**config.mk**
```make
export PLATFORM = sky130hd
export DESIGN_NAME = fetch_pc_unit
export DESIGN_NICKNAME = d
export VERILOG_FILES = /design/src/rtl/mips_pkg.sv /design/src/rtl/fetch_pc_unit_next_pc_sel.sv /design/src/rtl/fetch_pc_unit.sv
export SDC_FILE = /design/constraint.sdc
export NUM_CORES = 1
export LEC_CHECK = 0
export ABC_AREA = 1
export CAP_MARGIN = 20
export CORE_ASPECT_RATIO = 2
export CORE_UTILIZATION = 47
export CTS_CLUSTER_DIAMETER = 80
export DETAILED_ROUTE_END_ITERATION = 6
export GPL_TIMING_DRIVEN = 0
export PLACE_DENSITY = 0.93
export SETUP_SLACK_MARGIN = 0.4
export SLEW_MARGIN = 10
export SYNTH_ARGS = -nofsm -noshare
export SYNTH_HDL_FRONTEND = slang
export SYNTH_SLANG_ARGS = --single-unit
```
**constraint.sdc**
```tcl
create_clock -name clk -period 3.6 [get_ports clk]
set_input_delay 1.08 -clock clk [delete_from_list [all_inputs] [get_ports clk]]
set_output_delay 1.08 -clock clk [all_outputs]
set_load 0.02 [all_outputs]
```
**src/rtl/mips_pkg.sv**
```systemverilog
// Shared definitions for the fetch stage: instruction field positions, fetch FSM encoding, defaults.
// No logic, so no latency or backpressure of its own.
package mips_pkg;

  localparam int OP_HI     = 31;
  localparam int OP_LO     = 26;
  localparam int RS_HI     = 25;
  localparam int RS_LO     = 21;
  localparam int RT_HI     = 20;
  localparam int RT_LO     = 16;
  localparam int RD_HI     = 15;
  localparam int RD_LO     = 11;
  localparam int SHAMT_HI  = 10;
  localparam int SHAMT_LO  = 6;
  localparam int FUNCT_HI  = 5;
  localparam int FUNCT_LO  = 0;
  localparam int IMM_HI    = 15;
  localparam int IMM_LO    = 0;
  localparam int TARGET_HI = 25;
  localparam int TARGET_LO = 0;

  localparam logic [31:0] HALT_WORD_DEF = 32'hFFFF_FFFF;
  localparam logic [31:0] RESET_PC_DEF  = 32'h0000_0000;

  typedef enum logic {
    RUN  = 1'b0,
    HALT = 1'b1
  } fetch_state_e;

endpackage

```
**src/rtl/fetch_pc_unit_next_pc_sel.sv**
```systemverilog
// Next-PC target computation and priority mux (Jr > J/Jal > taken branch > pc+4).
// Purely combinational; no backpressure.
module next_pc_sel (
  input  logic [31:0] pc_plus4,
  input  logic [15:0] imm,
  input  logic [25:0] target,
  input  logic        Beq,
  input  logic        Bne,
  input  logic        J,
  input  logic        Jal,
  input  logic        Jr,
  input  logic        zero,
  input  logic [31:0] rs_data,
  output logic [31:0] next_pc,
  output logic        jr_misalign
);

  logic        br_taken;
  logic [31:0] br_offset;
  logic [31:0] br_target;
  logic [31:0] j_target;
  logic [31:0] jr_target;

  assign br_taken    = (Beq & zero) | (Bne & ~zero);
  assign br_offset   = {{14{imm[15]}}, imm, 2'b00};
  assign br_target   = pc_plus4 + br_offset;
  assign j_target    = {pc_plus4[31:28], target, 2'b00};
  // Low bits are dropped so the PC stays word-aligned; the caller records the fault.
  assign jr_target   = {rs_data[31:2], 2'b00};
  assign jr_misalign = Jr & (|rs_data[1:0]);

  always_comb begin
    next_pc = pc_plus4;
    if (Jr)
      next_pc = jr_target;
    else if (J || Jal)
      next_pc = j_target;
    else if (br_taken)
      next_pc = br_target;
  end

endmodule

```
**src/rtl/fetch_pc_unit.sv**
```systemverilog
// Fetch stage: PC register, RUN/HALT FSM, retired counter and sticky Jr-misalign flag.
// PC updates one cycle after decode inputs; stall holds all state for that cycle.
module fetch_pc_unit
  import mips_pkg::*;
#(
  parameter logic [31:0] RESET_PC  = RESET_PC_DEF,
  parameter logic [31:0] HALT_WORD = HALT_WORD_DEF,
  parameter int          CNT_W     = 32
) (
  input  logic             clk,
  input  logic             reset,
  input  logic             stall,
  output logic [31:0]      imem_addr,
  input  logic [31:0]      imem_data,
  input  logic             Beq,
  input  logic             Bne,
  input  logic             J,
  input  logic             Jal,
  input  logic             Jr,
  input  logic             zero,
  input  logic [31:0]      rs_data,
  output logic [31:0]      pc,
  output logic [31:0]      pc_plus4,
  output logic [5:0]       op,
  output logic [5:0]       funct,
  output logic [4:0]       rs,
  output logic [4:0]       rt,
  output logic [4:0]       rd,
  output logic [4:0]       shamt,
  output logic [15:0]      imm,
  output logic             halted,
  output logic             misalign,
  output logic [CNT_W-1:0] retired
);

  localparam logic [CNT_W-1:0] CNT_ONE = {{(CNT_W-1){1'b0}}, 1'b1};

  fetch_state_e     state, state_nxt;
  logic [31:0]      pc_q, pc_nxt, sel_pc;
  logic [CNT_W-1:0] retired_q, retired_nxt;
  logic             misalign_q, misalign_nxt;
  logic             jr_misalign;

  assign pc        = pc_q;
  assign imem_addr = pc_q;
  assign pc_plus4  = pc_q + 32'd4;
  assign halted    = (state == HALT);
  assign misalign  = misalign_q;
  assign retired   = retired_q;

  assign op    = imem_data[OP_HI:OP_LO];
  assign rs    = imem_data[RS_HI:RS_LO];
  assign rt    = imem_data[RT_HI:RT_LO];
  assign rd    = imem_data[RD_HI:RD_LO];
  assign shamt = imem_data[SHAMT_HI:SHAMT_LO];
  assign funct = imem_data[FUNCT_HI:FUNCT_LO];
  assign imm   = imem_data[IMM_HI:IMM_LO];

  next_pc_sel u_next_pc_sel (
    .pc_plus4    (pc_plus4),
    .imm         (imem_data[IMM_HI:IMM_LO]),
    .target      (imem_data[TARGET_HI:TARGET_LO]),
    .Beq         (Beq),
    .Bne         (Bne),
    .J           (J),
    .Jal         (Jal),
    .Jr          (Jr),
    .zero        (zero),
    .rs_data     (rs_data),
    .next_pc     (sel_pc),
    .jr_misalign (jr_misalign)
  );

  always_ff @(posedge clk) begin
    if (reset) begin
      state      <= RUN;
      pc_q       <= RESET_PC;
      retired_q  <= '0;
      misalign_q <= 1'b0;
    end else begin
      state      <= state_nxt;
      pc_q       <= pc_nxt;
      retired_q  <= retired_nxt;
      misalign_q <= misalign_nxt;
    end
  end

  // The halt word itself neither retires nor redirects the PC.
  always_comb begin
    state_nxt    = state;
    pc_nxt       = pc_q;
    retired_nxt  = retired_q;
    misalign_nxt = misalign_q;
    if (state == RUN && !stall) begin
      if (imem_data == HALT_WORD) begin
        state_nxt = HALT;
      end else begin
        pc_nxt      = sel_pc;
        retired_nxt = retired_q + CNT_ONE;
        if (jr_misalign)
          misalign_nxt = 1'b1;
      end
    end
  end

endmodule

```
==> metrics.yaml <==
status: "complete, no violations"
hpwl_mm: 27.42
cellPowerDensity_nw_per_um2: 271.1
grt_pass1_wl_mm: 51.07
die-area_sq_um: 16170
leakagePower_nw: 5.080
wirelength_mm: 35.83
drive_above_1_share: 0.2160
core-area_sq_um: 15290
antenna_found_initial: 0
rsz0062_at_grt: "yes"
worstSetupPathType: "flop to output port"
cts_tree: "built"
cts_buffer_depth: 2
drt_iter0_markers: 724
setup_viol: 0
worstMarginPinSlew_ps: 841.7
period_needed_ps: 3340
crit_path_end_kind: "output port"
layout_common_cells: "nand2_1, clkdlybuf4s50_1, inv_1"
drtPass1Iterations: 6
avgSynthCellArea_sq_um: 5.818
portBuffers: 244
ys_ff_latch: 64
clk_latency_ps: 350
synth_warnings: 0
cp.buffers_inverters: 1
grt_use_total: 0.4179
setup_ws_ps: 260.3
cp.arrival_ps: 2260
layout_commonest_cell: "nand2_1"
crit_chain: "nand2_1 > nor2_1 > nand2_1 > nor2_1 > xor2_2 > clkdlybuf4s15_1"
dieWidth_um: 90.42
grt_max_degree: 26
nets: 1648
post-route-util: 0.7282
ys_types: 44
place_ws_ps: -636.4
min_period_over_period: 0.9277
netlist_area_sq_um: 7348
worstHoldPathType: "flop to flop"
clkSlewWorstSetupHoldPaths_ps: 60
cpMaxStageDelayCell: "dfxtp_2"
floorplan.rows: 64
critPathRequiredTime_ps: 2520
relSlewSlack: 0.4389
placed_cells: 1710
skew_ps: 7.046
antenna_cells: 0
gp_congestion: 1.006
hold_viol: 0
slowest_delay_ps: 430
drc: 0
instances_no_fill: 1740
finalSetupTns_ps: 0
wl_per_cell_um: 20.59
fp.dieH_um: 178.8
crit_family: "simple AND/OR/NAND/NOR gates"
numCtsBuffers: 9
grt_pass1_vias: 9528
io_pins: 251
via_per_inst: 5.747
cap_viol_max_count: 0
clock_sinks: 64
synthToLayoutAreaGrowth_pct: 51.56
drv_slew: 0
start_util: 0.4804
route.vias.total: 9999
antenna_left: 0
timing.fmax_mhz: 299.4
crit_fanout: 6
p_total_w: 0.003020
overflow: 0
peakVddDrop_uv: 350.7
cp-start-kind: "flop"
cts_root_buf: "clkbuf_16"
netlist_instances: 1263
cts_max_level: 3
yosysSeqAreaShare: 0.1744
repair_timing:
action                                  CTS  global route
endpoints found under the setup margin  138            58
pin swaps                                 8            22
gates resized for setup                 188           150
hold buffers                              0             0
buffers inserted                         10             4
Yosys cell counts, drive strengths merged:
library cell  instances  share of area
and2                  6         0.0054
o31ai                 3         0.0031
nand3b                5         0.0051
conb                  1        0.00051
a22oi                 1         0.0010
xor2                 24          0.029
o22ai                 1        0.00085
o21a                  2         0.0020
a21o                  2         0.0020
clkbuf               14         0.0072
a211oi                5         0.0051
nor4                  6         0.0060
o211ai               12          0.012
nand3                74          0.051
nor2                144          0.083
inv                 167          0.085
a31oi                 3         0.0026
nor3                 32          0.024
o21ai                44          0.030
fa                    1         0.0027
a21oi               108          0.075
o21bai                4         0.0041
buf                  96          0.095
or2                   7         0.0060
xnor2                 9          0.011
nand2               361           0.19
ha                   37          0.063
nor3b                 4         0.0048
dfxtp                64           0.17
nand4                26          0.022
area by class of cell:
type | count | area [sq um]
Fill cell | 1248 | 4158
Tap cell | 198 | 247.7
Multi-Input combinational cell | 927 | 5355
Buffer | 110 | 757.0
Sequential cell | 64 | 1353
Clock buffer | 9 | 225.2
Clock inverter | 7 | 96.34
Inverter | 167 | 626.9
Timing Repair Buffer | 258 | 2476
worst register-to-register path, delay by kind of cell (launching register included):
family | cells | cell delay [ps]
and+or+nand+nor | 10 | 1370
AOI/OAI and AO/OA | 4 | 670
DFF | 1 | 430
adders and majority gates | 1 | 370
xor gates and xnor gates | 1 | 270
buffers and inverters | 1 | 60
layer usage:
layer,global-route usage,wire (um),vias to the layer above
met5,0,0,-
met4,0.4059,4197,0
met3,0.05598,2707,272
met2,0.7834,18360,701
met1,0.3795,10560,4507
li1,-,-,4519
report_power, final:
group	switching, W	total (W)	internal [W]
Combinational	0.000722	0.00124	0.000514
Sequential	0.0000701	0.000806	0.000736
Clock	0.000370	0.000977	0.000608
registers in the layout (all words and copies together), names as in the netlist:
| name | count |
|---|---|
| imem_addr | 30 |
| misalign | 1 |
| retired | 32 |
| halted | 1 |
cell families after synthesis:
kind of cell / synth area share
DFF: 0.1744
and+or+nand+nor: 0.3954
other: 0.0005103
xor gates and xnor gates: 0.03933
adders and majority gates: 0.06572
AOI/OAI and AO/OA: 0.1376
buffers and inverters: 0.1871
stage by stage:
step / instance area (sq um) / hold slack (ps)
after floorplan: 7367 / 526.4
after global placement: 10060 / 438.1
after detailed placement: 10060 / 453.4
after CTS: 10650 / 467.6
after global routing: 11140 / 498.3
final: 11140 / 468.6
worst paths after layout:
kind,from,endpoint,slack [ps],depth (start not counted)
worst max-delay path,imem_addr[16],pc_plus4[18],260,6
worst min register to register,misalign,misalign,470,2
worst min-delay path,misalign,misalign,470,2
worst max register to register,imem_addr[16],imem_addr[29],360,17
Note: power is estimated with default switching activity, not from simulation.
